File: src/rtl/bram_acc_engine.sv
// Multi-lane streaming accumulator: reads rows from BRAM0, sums each lane, writes results to BRAM1.
// Optional per-lane saturation and sticky sat_o flag when BRAM_ACC_SAT_EN is defined.
module bram_acc_engine #(
    parameter int LANES  = 4,
    parameter int IN_W   = 8,
    parameter int ACC_W  = 16,
    parameter int AWIDTH = 8
) (
    input  logic                     clk,
    input  logic                     reset_n,
    input  logic                     start_run_i,
    input  logic [AWIDTH:0]          run_count_i,
    input  logic [AWIDTH-1:0]        src_base_i,
    input  logic [AWIDTH-1:0]        dst_base_i,
    input  logic                     mode_i,
    input  logic [LANES*IN_W-1:0]    q_b0_i,
    output logic                     idle_o,
    output logic                     read_o,
    output logic                     write_o,
    output logic                     done_o,
    output logic [AWIDTH-1:0]        addr_b0_o,
    output logic                     ce_b0_o,
    output logic                     we_b0_o,
    output logic [LANES*IN_W-1:0]    d_b0_o,
    output logic [AWIDTH-1:0]        addr_b1_o,
    output logic                     ce_b1_o,
    output logic                     we_b1_o,
    output logic [LANES*ACC_W-1:0]   d_b1_o
`ifdef BRAM_ACC_SAT_EN
    ,
    output logic                     sat_o
`endif
);

    localparam int DW0 = LANES * IN_W;
    localparam int SW  = ACC_W + 1;

    typedef enum logic [1:0] {
        ST_IDLE,
        ST_RUN,
        ST_FLUSH,
        ST_DONE
    } state_t;

    state_t state_reg, state_next;

    logic [AWIDTH:0]   count_reg;
    logic [AWIDTH:0]   k_reg;
    logic [AWIDTH-1:0] src_base_reg;
    logic [AWIDTH-1:0] dst_base_reg;
    logic              mode_reg;
    logic              rd_valid_reg;
    logic              rd_last_reg;
    logic [AWIDTH-1:0] rd_row_reg;
    logic              wr_valid_reg;
    logic [AWIDTH-1:0] wr_addr_reg;

    logic start_run;
    logic issue_last;

    assign start_run  = (state_reg == ST_IDLE) && start_run_i && (run_count_i != '0);
    assign issue_last = (state_reg == ST_RUN) && (k_reg == count_reg - 1'b1);

    always_ff @(posedge clk or negedge reset_n) begin
        if (!reset_n) begin
            state_reg <= ST_IDLE;
        end else begin
            state_reg <= state_next;
        end
    end

    always_comb begin
        state_next = state_reg;
        case (state_reg)
            ST_IDLE: begin
                if (start_run_i) begin
                    state_next = (run_count_i != '0) ? ST_RUN : ST_DONE;
                end
            end
            ST_RUN: begin
                if (issue_last) begin
                    state_next = ST_FLUSH;
                end
            end
            // Leave once the last row's data has been consumed; its write
            // happens this cycle or already happened.
            ST_FLUSH: begin
                if (!rd_valid_reg) begin
                    state_next = ST_DONE;
                end
            end
            ST_DONE: begin
                state_next = ST_IDLE;
            end
            default: begin
                state_next = ST_IDLE;
            end
        endcase
    end

    always_comb begin
        idle_o    = 1'b0;
        read_o    = 1'b0;
        ce_b0_o   = 1'b0;
        done_o    = 1'b0;
        addr_b0_o = '0;
        case (state_reg)
            ST_IDLE: idle_o = 1'b1;
            ST_RUN: begin
                read_o    = 1'b1;
                ce_b0_o   = 1'b1;
                addr_b0_o = src_base_reg + k_reg[AWIDTH-1:0];
            end
            ST_DONE: done_o = 1'b1;
            default: begin
                idle_o = 1'b0;
            end
        endcase
    end

    always_ff @(posedge clk or negedge reset_n) begin
        if (!reset_n) begin
            count_reg    <= '0;
            k_reg        <= '0;
            src_base_reg <= '0;
            dst_base_reg <= '0;
            mode_reg     <= 1'b0;
            rd_valid_reg <= 1'b0;
            rd_last_reg  <= 1'b0;
            rd_row_reg   <= '0;
            wr_valid_reg <= 1'b0;
            wr_addr_reg  <= '0;
        end else begin
            if (start_run) begin
                count_reg    <= run_count_i;
                src_base_reg <= src_base_i;
                dst_base_reg <= dst_base_i;
                mode_reg     <= mode_i;
                k_reg        <= '0;
            end else if (state_reg == ST_RUN) begin
                k_reg <= k_reg + 1'b1;
            end
            rd_valid_reg <= (state_reg == ST_RUN);
            rd_last_reg  <= issue_last;
            rd_row_reg   <= k_reg[AWIDTH-1:0];
            // Total-only mode writes just once, in the slot of the last row.
            wr_valid_reg <= rd_valid_reg && (!mode_reg || rd_last_reg);
            wr_addr_reg  <= mode_reg ? dst_base_reg : dst_base_reg + rd_row_reg;
        end
    end

`ifdef BRAM_ACC_SAT_EN
    logic [LANES-1:0] lane_sat;
`endif

    genvar gi;
    generate
        for (gi = 0; gi < LANES; gi++) begin : g_lane
            logic [ACC_W-1:0] acc_reg;
            logic [ACC_W-1:0] acc_next;
`ifdef BRAM_ACC_SAT_EN
            logic [ACC_W:0] sum;
            assign sum           = {1'b0, acc_reg} + SW'(q_b0_i[IN_W*gi +: IN_W]);
            assign lane_sat[gi]  = sum[ACC_W];
            assign acc_next      = sum[ACC_W] ? {ACC_W{1'b1}} : sum[ACC_W-1:0];
`else
            logic [ACC_W-1:0] sum;
            assign sum      = acc_reg + ACC_W'(q_b0_i[IN_W*gi +: IN_W]);
            assign acc_next = sum;
`endif
            always_ff @(posedge clk or negedge reset_n) begin
                if (!reset_n) begin
                    acc_reg <= '0;
                end else if (start_run) begin
                    acc_reg <= '0;
                end else if (rd_valid_reg) begin
                    acc_reg <= acc_next;
                end
            end

            assign d_b1_o[ACC_W*gi +: ACC_W] = wr_valid_reg ? acc_reg : '0;
        end
    endgenerate

`ifdef BRAM_ACC_SAT_EN
    always_ff @(posedge clk or negedge reset_n) begin
        if (!reset_n) begin
            sat_o <= 1'b0;
        end else if ((state_reg == ST_IDLE) && start_run_i) begin
            sat_o <= 1'b0;
        end else if (rd_valid_reg && (|lane_sat)) begin
            sat_o <= 1'b1;
        end
    end
`endif

    assign we_b0_o   = 1'b0;
    assign d_b0_o    = {DW0{1'b0}};
    assign ce_b1_o   = wr_valid_reg;
    assign we_b1_o   = wr_valid_reg;
    assign write_o   = wr_valid_reg;
    assign addr_b1_o = wr_valid_reg ? wr_addr_reg : '0;

endmodule

File: config.mk
export PLATFORM = sky130hd
export DESIGN_NAME = bram_acc_engine
export DESIGN_NICKNAME = d
export VERILOG_FILES = /design/src/rtl/bram_acc_engine.sv
export SDC_FILE = /design/constraint.sdc
export NUM_CORES = 1
export LEC_CHECK = 0
export ABC_AREA = 0
export BUFFER_PORTS_ARGS = -buffer_cell sky130_fd_sc_hd__buf_2
export CAP_MARGIN = 20
export CORE_UTILIZATION = 35
export DETAILED_ROUTE_END_ITERATION = 7
export SKIP_LAST_GASP = 1
export SLEW_MARGIN = 25
export SYNTH_ARGS = -nofsm -noshare
export SYNTH_HDL_FRONTEND = slang
export SYNTH_SLANG_ARGS = --single-unit
File: constraint.sdc
create_clock -name clk -period 2.6 [get_ports clk]
set_input_delay 0 -clock clk [delete_from_list [all_inputs] [get_ports clk]]
set_output_delay 0 -clock clk [all_outputs]
set_load 0.02 [all_outputs]
---- Word-level counts from Yosys, hierarchy flattened ----
Cells that the tools add are included.
Widths: inputs -> output; s select.
word-level totals
  register bits ........................... 120
  word-level logic and storage cells ...... 66
operators by class
  add/subtract/negate cells ............... 8
  equal/unequal tests ..................... 7
  multiplexer cells ....................... 25
  reductions and logical operators ........ 11
operators by type and width
  operator             number
  $mux 16              12
  $add 16x8->16        4
  $mux 8               3
  $mux 9               2
  $add 8x8->8          2
  $add 9x1->9 const B  1
  $eq 9x9->1           1
  $reduce_bool 9->1    1
  $sub 9x1->9 const B  1
  $mux 2               4
  $pmux 2 s4           1
  $ne 2x2->1 const B   3
  $eq 2x2->1 const B   2
  $logic_and 1x1->1    4
  $reduce_bool 2->1    2
  $mux 1               3
  $reduce_and 3->1     1
  $eq 2x1->1 const B   1
  $logic_not 2->1      1
  $logic_not 1->1      1
  $logic_or 1x1->1     1

---- Longest topological paths before layout ----
Gate-level depths: netlist of run 1.
  depth after elaboration ................. 5
  mapped depth ............................ 9
  mapped depth without buffers ............ 9

---- Worst setup path before layout of run 1 ----
OpenSTA, ideal clock, no wires.
  path kind ............................... reg-to-output
  start ................................... register k_reg[1]
  end ..................................... output port addr_b0_o[7]
  data arrival time ....................... 2275 ps
  data required time ...................... 2600 ps
  slack ................................... 325 ps
  cell stages (with the launch flop) ...... 8
  path through ............................ dfrtp_1 ha_1 a21o_1 a21oi_1 o21bai_1 a2111oi_0 o21ai_0 a21boi_0
on the way
  word-level cells in the longest chain between the ends .. 2
RTL lines
  item                    RTL line  source
  start, declared         48        logic [AWIDTH:0] k_reg;
  start signal, assigned  141       k_reg <= k_reg + 1'b1;
  $add 8x8->8             112       addr_b0_o = src_base_reg + k_reg[AWIDTH-1:0];
  $mux 8                  107       case (state_reg)
  end, declared           21        output logic [AWIDTH-1:0] addr_b0_o,
Every way passes these cells.

---- Worst setup path after layout of run 1 ----
  start ................................... register k_reg[0]
  end ..................................... output port addr_b0_o[6]
Same word-level chain as after synthesis.

==> results of run 1 <==
-- kinds of logic (layout without fill, tap and decap cells) --
kind of cell,after synthesis,in the layout
buffers and inverters,96,252
adder cells (fa/ha/maj),58,58
XOR/XNOR,79,79
flip-flops,120,120
other,1,33
multiplexers,26,26
AND/OR/NAND/NOR,369,369
AO/OA/AOI/OAI,119,119
-- layout make-up --
cell class	instances	area, sq um	share of cell area
Timing Repair Buffer	194	1170	0.119
Inverter	26	97.6	0.00994
Clock buffer	20	467	0.0475
Sequential cell	120	3010	0.306
Clock inverter	12	165	0.0168
Tap cell	280	350	0.0357
Multi-Input combinational cell	684	4560	0.465
-- critical path, cell delays in order, from the launching register on --
cell	delay (ps)
dfrtp_1	380
ha_1	230
fa_1	410
a21o_1	190
a21oi_2	170
o21bai_1	100
a21oi_2	140
xnor2_1	120
and2_1	130
buf_2	160
-- metal layers --
layer,track usage,up-vias
met3,0.0316,12
met1,0.220,3006
li1,-,3246
met2,0.271,132
met5,0,-
met4,0.0563,0
-- how the worst max path moves through the flow --
stage,start,endpoint,depth (start not counted)
6_report,k_reg[0],addr_b0_o[6],9
5_1_grt,k_reg[0],addr_b0_o[6],9
3_5_place_dp,count_reg[0],state_reg[0],8
2_1_floorplan,k_reg[1],addr_b0_o[7],7
4_1_cts,src_base_reg[1],addr_b0_o[7],8
3_3_place_gp,count_reg[0],state_reg[0],8
-- power groups by stage --
stage	sequential, mW	clock [mW]	combinational [mW]
4_1_cts	3.07	2.54	4.78
6_report	3.05	2.48	4.76
3_5_place_dp	3.10	0	4.70
3_3_place_gp	3.08	0	4.63
2_1_floorplan	2.84	0	3.77
5_1_grt	3.18	2.63	5.38
-- what timing repair did --
item	in CTS	in global routing
hold endpoints to repair	72	0
gates resized for setup	1	4
hold buffers	31	0
setup endpoints to repair	1	2
pin swaps	0	2
-- layout by cell type, fill, tap and decap left out, types with 3 or more instances in the layout --
cell type	netlist	final
a211oi_1	8	8
a21boi_0	4	4
a21o_1	12	12
a21oi_1	19	16
a21oi_2	0	3
a31oi_1	5	5
and2_1	79	79
and3_1	18	17
buf_2	0	146
buf_4	36	17
bufinv_16	0	3
clkbuf_16	0	17
clkbuf_8	0	3
clkinv_4	0	4
clkinvlp_4	0	3
conb_1	1	33
dfrtp_1	120	118
dlygate4sd3_1	0	31
fa_1	6	6
ha_1	52	52
inv_1	26	26
mux2_2	5	5
mux2i_1	21	21
nand2_1	86	86
nand2b_1	4	4
nand3_1	13	13
nand3b_1	6	6
nand4_1	26	26
nor2_1	90	90
nor2b_1	10	10
nor3_1	12	12
o211ai_1	17	17
o21ai_0	34	34
o21bai_1	6	6
or3_1	9	9
or4b_2	4	4
xnor2_1	26	26
xor2_1	53	53
-- through the flow --
| step | hold WS, ps | setup slack [ps] |
|---|---|---|
| 6_report | 62.9 | 153 |
| 5_1_grt | 80.5 | -1.01 |
| 4_1_cts | 28.3 | 4.64 |
| 3_5_place_dp | 50.9 | 323 |
| 3_3_place_gp | 52.7 | 380 |
| 2_1_floorplan | -296 | 325 |
==> impl_results.md, run 1 <==
- Status: complete, but fails checks
- Failing checks: DRC
- Worst Skew: about 13 ps
- Global placer's final weighted congestion: 0.829
- Mapped cell area: 7930 sq um
- Core area: 22,000 sq um
- Pins over their slew limit: 0
- Final instance area: roughly 10000 sq um
- Via count: between 6,000 and 7,000
- Non-filler cells, final: 1,336
- Fin util: 0.446
- WL/cell: approximately 14 um
- Sequential fraction of the synthesis area: 0.379
- Ports: between 150 and 200
- Final net count: 1,162
- Die width: 153 um
- Grt ovf: 0
- PD cells: 1050 nW/um^2
- Flop pwr share: 0.296
- Largest cells by area after synthesis: dfrtp_1 38%, ha_1 8.2%, and2_1 6.2%
- Layout area overhead: 23.8%
- Worst endpoint required time: 2600 ps
- DRC viols: 5
- Clock share of power: 0.241
- Clock transition at path regs: 60 ps
- Clock buffer depth: 2
- Yosys cell types: 56
- R2R setup slack: approximately 290 ps
- Critical path fanouts, max: 2
- Die H: 153 um
- FF-to-FF path depth: 8
- Vias/cell: roughly 4.8
- First-pass DRT Iterations: 8
- Clock Latency Late Sink: 420 ps
- Die ar.: 23,300 sq um
- Worst Hold End: g_lane[3].acc_reg[7]
- Inserted Clock Buffers: 17
- Period minus WS final: approximately 2400 ps
- Sum Neg Setup Slack: 0 ps
- Overall Global Routing Usage: 0.166
- R2R Path Start: count_reg[0]
- # Post-CTS Setup Buffers: 0
- Rel. slew slack: 0.599
- Antenna diodes: 0
- Hold Path Origin: q_b0_i[31]
- Max reg flops: 64
- Yosys warns: 0
- LEAKAGE: 5.02 nW
- Hpwl dp: 13,400 um
- Highest routing layer actually used: met4
- Sink Count: 120
- Post-synth top cells: 120 x dfrtp_1, 90 x nor2_1, 86 x nand2_1, 79 x and2_1, 53 x xor2_1
- Clock Tree Root: clkbuf_16
- Fill cells: 2,181
- Worst EP arrival: 2450 ps
- Met3 Routed Length: 554 um
- Synth Area in Compound Gates: 0.0997
- Critical path startpoint category: flip-flop
- Met2 wire length: ~8800 um
- Final WL: around 18,000 um
- Post-synthesis mux area share: 0.0336
- Post-synth ARST share: 1.00
- Least-Margin Pin Slew: between 600 and 700 ps
- # H-tree levels: 4
- Worst hold stages: 4
- Post-route ant nets: 0
- Placed Cells: 1,273
- P_sw: between 4 and 5 mW
- Top-count cell post-synth: dfrtp_1
- Initial Utilization: 0.360
- First-pass GRT wire length: 31,100 um
- Max Cap Viol: 0
- Final Hold Vio Count: 0
- Area leader, netlist: dfrtp_1
- Largest net degree at the start of global routing: 47
- Mapped Cells: 868
- Share of cells above drive strength 1: 0.208
- Setup CP Type: reg2out
- Crit end category: primary output
- Internal power: 6.04 mW
- Simple-gate share of the synthesized area: 0.239
- Total power: 10.3 mW
- Fmax: 409 MHz
- Worst IR Drop VDD: 0.673 mV
- Most used DFF post-synth: dfrtp_1
- Metal-1 WL: 8930 um
- Largest family of logic cells by synthesized area: simple AND/OR/NAND/NOR gates
- Port bufs: 147
- FF-to-FF End: state_reg[0]
- Post-Syn Area per Cell: 9.13 sq um
- Final setup viols: 0
- CTS tree: built
- Post-synth EDFFs: 0
- Worst hold path type: in2reg
- FF+latch count, synth: 120
- Vias in the first global route: about 6,400
- Adder-Cell Fraction of Synth Area: 0.0972
- Logic pwr share: 0.463
- Num rows: between 50 and 60
- Post-route clock period utilization: 0.941
- Post-DP Area: 8860 sq um
- Sw Ratio: 0.413
- Post-Synth XOR/XNOR Area: 0.0873
- Iter 0 DRT Violations: 333
- Initial antenna violation count: 0
- Area share of the largest cell type after synthesis: 0.379
No activity file was read; power rests on OpenSTA's default activity.
==> inputs of run 2 (changes only) <==
BUFFER_PORTS_ARGS = default   (was -buffer_cell sky130_fd_sc_hd__buf_2)
CORE_MARGIN = 2   (was default)
DONT_BUFFER_PORTS = 1   (was default)
==> run 2 against run 1 <==
Largest cell class unchanged. Sequential cell count did not move. Routed wire length rose by 0.82%. The flow finishes with violations (hold timing). Sequential power barely moved. Highest routed layer unchanged. Core utilization fell by 4.2 points. Power fell by 4.5%. Largest power group unchanged.
==> impl_results.md, run 2 (synthesis results as in run 1) <==
- Hpwl dp: 13,000 um (-2.4%)
- Ports: 181 (unchanged)
- Final net count: 1,019 (-12%)
- Via count: 5,968 (-6.7%)
- Clock transition at path regs: 60 ps (about the same)
- # Post-CTS Setup Buffers: 0 (unchanged)
- Max Cap Viol: 0 (unchanged)
- Pins over their slew limit: 0 (unchanged)
- Critical path startpoint category: flip-flop
- WL/cell: 15.5 um (+12%)
- Worst endpoint required time: 2600 ps (about the same)
- Rel. slew slack: 0.637 (+0.0372)
- FF-to-FF End: state_reg[0]
- Clock Tree Root: clkbuf_16
- FF-to-FF path depth: 8 (unchanged)
- Final Hold Vio Count: 120 (+120)
- Period minus WS final: 2440 ps (-7.67 ps)
- Grt ovf: 0 (unchanged)
- Overall Global Routing Usage: 0.159 (-0.00711)
- Post-DP Area: 8130 sq um (-8.2%)
- Largest net degree at the start of global routing: 121 (+160%)
- Clock Latency Late Sink: 420 ps (about the same)
- R2R setup slack: 260 ps (-30 ps)
- Final WL: 18,600 um (+0.82%)
- Layout area overhead: 14.3%
- Die width: 155 um (+1.3%)
- LEAKAGE: 4.29 nW (-15%)
- Worst IR Drop VDD: 0.555 mV (-18%)
- Clock buffer depth: 2 (unchanged)
- First-pass DRT Iterations: 4 (-4)
- CTS tree: built
- Status: complete, but fails checks
- CTS Hold Buffers Added: 36 (+16%)
- Port bufs: 0 (-100%)
- Share of cells above drive strength 1: 0.0789 (-0.129)
- Global placer's final weighted congestion: 0.789 (-4.8%)
- Worst hold path type: in2async
- Final instance area: 9060 sq um (-7.7%)
- Worst EP arrival: 2440 ps (about the same)
- Non-filler cells, final: 1,199 (-10%)
- Crit end category: primary output
- Die ar.: 23,900 sq um (+2.6%)
- Final setup viols: 0 (unchanged)
- Initial antenna violation count: 1 (+1)
- Die H: 155 um (+1.3%)
- Post-route ant nets: 0 (unchanged)
- Failing checks: hold timing
- Hold slack: -721 ps (-784 ps)
- Fmax: 410 MHz (+0.31%)
- Iter 0 DRT Violations: 247 (-26%)
- R2R Path Start: count_reg[0]
- Vias in the first global route: 5,872 (-7.8%)
- Inserted Clock Buffers: 17 (unchanged)
- Fill cells: 2,259 (+3.6%)
- Setup CP Type: reg2out
- Sum Neg Setup Slack: 0 ps (unchanged)
- Commonest non-fill, non-tap cell in the layout: dfrtp_1
- Num rows: 55 (+1.9%)
- DRC viols: 0 (-5)
- Placed Cells: 1,130 (-11%)
- Worst Skew: 10.3 ps (-2.19 ps)
- # H-tree levels: 4 (unchanged)
- Post-route clock period utilization: 0.938 (-0.00295)
- Initial Utilization: 0.353 (-0.00654)
- Vias/cell: 4.98 (+4.0%)
- Commonest cells after routing, fill and taps aside: 118 x dfrtp_1, 90 x nor2_1, 86 x nand2_1, 78 x and2_1, 53 x xor2_1
- Critical path fanouts, max: 8 (+6)
- Core area: 22,400 sq um (+1.9%)
- Sink Count: 120 (unchanged)
- PD cells: 1080 nW/um^2 (+3.5%)
- Total power: 9.83 mW (-4.5%)
- Max reg flops: 64 (unchanged)
- Least-Margin Pin Slew: 539 ps (-61.6 ps)
- First-pass GRT wire length: 30,400 um (-2.5%)
-- run 2: cell types whose count changed in the layout (fill, tap and decap cells not counted), sizes merged --
cell         change
diode            +1
clkinv           -1
clkbuf           -2
clkinvlp         +2
inv              +4
bufinv           -3
dlygate4sd3      +5
buf            -148
-- run 2: report_power, final --
| part | switching (mW) | total, mW | internal (mW) |
|---|---|---|---|
| clock | 0.966 | 2.23 | 1.26 |
| combinational | 2.70 | 4.54 | 1.84 |
| sequential | 0.603 | 3.06 | 2.46 |
| total | 4.27 | 9.83 | 5.56 |
-- run 2: critical path, cell delays in order, from the launching register on --
cell and delay [ps]:
dfrtp_1 460, ha_1 390, a21oi_2 90, o21bai_1 230
a2111oi_2 120, or3_1 370, a21boi_0 200, buf_4 170
-- run 2: how the worst max path moves through the flow --
| stage | startpoint | slack [ps] | cells past startpoint | endpoint |
|---|---|---|---|---|
| final | k_reg[2] | 160 | 7 | addr_b0_o[7] |
| after floorplan | k_reg[1] | 320 | 7 | addr_b0_o[7] |
| after global routing | src_base_reg[1] | -2 | 8 | addr_b0_o[7] |
| after CTS | src_base_reg[1] | 60 | 8 | addr_b0_o[7] |
| after global placement | count_reg[0] | 360 | 8 | state_reg[0] |
| after detailed placement | count_reg[0] | 280 | 8 | state_reg[0] |
-- run 2: final cells by class --
cell class | instances | area (sq um) | area share
Inverter | 26 | 97.6 | 0.0108
Timing Repair Buffer | 51 | 485 | 0.0536
Sequential cell | 120 | 3010 | 0.332
Clock inverter | 14 | 115 | 0.0127
Tap cell | 285 | 357 | 0.0393
Clock buffer | 18 | 439 | 0.0485
Multi-Input combinational cell | 684 | 4560 | 0.503
Antenna cell | 1 | 2.50 | 0.000276
-- run 2: metal layers --
layer  vias to the layer above  part of all wire  GRT usage
met2                       130              0.47      0.259
met5                         -                 0          0
met4                         0            0.0086     0.0370
met1                      2858              0.47      0.215
li1                       2969                 -          -
met3                        11             0.052     0.0353
-- run 2: per-stage QoR --
stage	worst slack, ps	util
floorplan	325	-
global placement	358	0.362
detailed placement	279	0.362
CTS	62.1	0.404
global route	-2.13	0.404
finish	161	0.404
-- run 2: repair_timing --
item / in CTS / in global routing
hold endpoints to repair: 156 / 120
gates resized for setup: 2 / 3
setup endpoints to repair: 1 / 2
pin swaps: 0 / 1
cloned: 0 / 0
==> inputs of run 3 (changes only) <==
CORE_UTILIZATION = 55   (was 35)
PLACE_DENSITY = 0.7   (was default)
==> run 3 against run 2 <==
Sequential cell count unchanged. The run still ends with hold timing left. Critical path type unchanged. Worst setup slack got worse by 18 ps. Via count is 4.8% higher. Final area shrank 0.61%. Sequential power up 3%. Largest cell class unchanged. Fmax fell by 0.75%. Critical path depth grew 1. Global-route usage increased by 8.3 points. Largest power group unchanged.
==> impl_results.md, run 3 (synthesis results as in run 1) <==
- Status: complete, but fails checks
- Layout area overhead: 13.6%
- Sum Neg Setup Slack: 0 ps (unchanged)
- Fin util: 0.644 (+0.240)
- Cells along the critical path: ha_1 > fa_1 > a21o_1 > a21oi_2 > o21bai_1 > a21oi_2 > xnor2_1 > and2_4
- Worst endpoint required time: 2600 ps (about the same)
- Hold slack: -726 ps (-4.52 ps)
- Non-filler cells, final: 1,092 (-8.9%)
- Worst EP arrival: 2460 ps (+20 ps)
- Iter 0 DRT Violations: 386 (+56%)
- Ports: 181 (unchanged)
- Die H: 124 um (-20%)
- Core area: 14,000 sq um (-38%)
- Final instance area: 9010 sq um (-0.61%)
- Critical path startpoint category: flip-flop
- Num rows: 43 (-22%)
- CP max stage cell: dfrtp_2
- DRC viols: 0 (unchanged)
- Worst hold path type: in2async
- Clock buffer depth: 2 (unchanged)
- Initial Utilization: 0.567 (+0.213)
- Post-route clock period utilization: 0.945 (+0.00711)
- Final WL: 18,300 um (-1.4%)
- Vias in the first global route: 6,194 (+5.5%)
- Crit end category: primary output
- Period minus WS final: 2460 ps (+18.5 ps)
- Critical path fanouts, max: 6 (-2)
- Pre-CTS worst setup slack: 236 ps (-42.9 ps)
- Port bufs: 0 (unchanged)
- Share of cells above drive strength 1: 0.0800 (+0.00118)
- Antenna diodes: 0 (-1)
- Commonest cells after routing, fill and taps aside: 116 x dfrtp_1, 90 x nor2_1, 86 x nand2_1, 78 x and2_1, 53 x xor2_1
- Sink Count: 120 (unchanged)
- Vias/cell: 5.73 (+15%)
- CTS Hold Buffers Added: 37 (+2.8%)
- Final Hold Vio Count: 120 (unchanged)
- Max incr delay on CP: 450 ps (about the same)
- Rel. slew slack: 0.405 (-0.232)
- Worst setup path startpoint: k_reg[0]
- Crit path top cell by count: a21oi_2
- Least-Margin Pin Slew: 892 ps (+353 ps)
- First-pass GRT wire length: 29,100 um (-4.0%)
- Max Cap Viol: 0 (unchanged)
- Pins over their slew limit: 0 (unchanged)
- Die width: 124 um (-20%)
- LEAKAGE: 4.33 nW (+0.83%)
- Worst IR Drop VDD: 0.658 mV (+18%)
- PD cells: 1120 nW/um^2 (+3.5%)
- Clock Latency Late Sink: 420 ps (about the same)
- Grt ovf: 0 (unchanged)
- Clock Tree Root: clkbuf_16
- CTS tree: built
- Via count: 6,255 (+4.8%)
- Final WS setup: 142 ps (-18.5 ps)
- Max reg flops: 64 (unchanged)
- Overall Global Routing Usage: 0.241 (+0.0828)
- Post-route ant nets: 0 (unchanged)
- First-pass DRT Iterations: 5 (+1)
- Final net count: 1,018 (-0.098%)
- # H-tree levels: 4 (unchanged)
- Total power: 10.1 mW (+2.8%)
- Inserted Clock Buffers: 17 (unchanged)
- Post-DP Area: 7980 sq um (-1.9%)
- Clock transition at path regs: 60 ps (about the same)
- Worst Skew: 8.09 ps (-2.25 ps)
- Placed Cells: 1,020 (-9.7%)
- Largest net degree at the start of global routing: 121 (unchanged)
- Final setup viols: 0 (unchanged)
- Global placer's final weighted congestion: 0.876 (+11%)
- Die ar.: 15,400 sq um (-36%)
- R2R Path Start: count_reg[0]
- WL/cell: 16.8 um (+8.3%)
- Failing checks: hold timing
- Initial antenna violation count: 0 (-1)
- Commonest non-fill, non-tap cell in the layout: dfrtp_1
- Fmax: 407 MHz (-0.75%)
- Setup CP Type: reg2out
- Hpwl dp: 12,500 um (-4.3%)
==> run 3: changes by cell type in the layout (fill, tap and decap cells not counted), sizes merged <==
cell	previous run	this run
diode	1	0
clkbuf	18	17
clkinv	3	5
dlygate4sd3	36	37
clkinvlp	5	2
inv	32	31
buf	15	13
bufinv	0	3
==> run 3: final timing paths <==
| path | endpoint | slack (ps) | cells past startpoint |
|---|---|---|---|
| min in group clk | g_lane[3].acc_reg[1] | 10 | 4 |
| worst max register to register | state_reg[0] | 240 | 8 |
| worst min-delay path | g_lane[2].acc_reg[2] | -730 | 0 |
| worst min register to register | src_base_reg[0] | 480 | 2 |
| worst max-delay path | addr_b0_o[6] | 140 | 8 |
| max in group asynchronous | k_reg[0] | 3110 | 0 |
==> run 3: critical path, delay by kind of cell (launching register included) <==
family	cells	cell delay (ps)
compound gates	4	610
fa+ha+maj	2	650
xor+xnor	1	120
simple gates	1	190
flops	1	450
==> run 3: cell type report <==
type	instances	area, sq um
fill	1133	4980
clock buffer	17	425
multi-input combinational	684	4570
inverter	26	97.6
tap	180	225
timing repair buffer	50	493
sequential	120	3010
clock inverter	15	193
==> run 3: metal layers <==
layer,GRT usage,vias up,share of wire
met2,0.423,189,0.51
met5,0,-,0
met1,0.287,3065,0.42
met3,0.0586,36,0.052
met4,0.0871,0,0.020
li1,-,2965,-
==> run 3: repair_timing <==
item	4_1_cts	5_1_grt
buffers inserted	0	3
pin swaps	0	2
hold endpoints to repair	157	120
gates resized for setup	4	6
setup endpoints to repair	2	3
==> run 3: report_power, final <==
group          internal (mW)  switching, mW  total, mW
sequential              2.46          0.678       3.14
clock                   1.53          0.928       2.45
combinational           1.85           2.67       4.52
total                   5.83           4.27       10.1
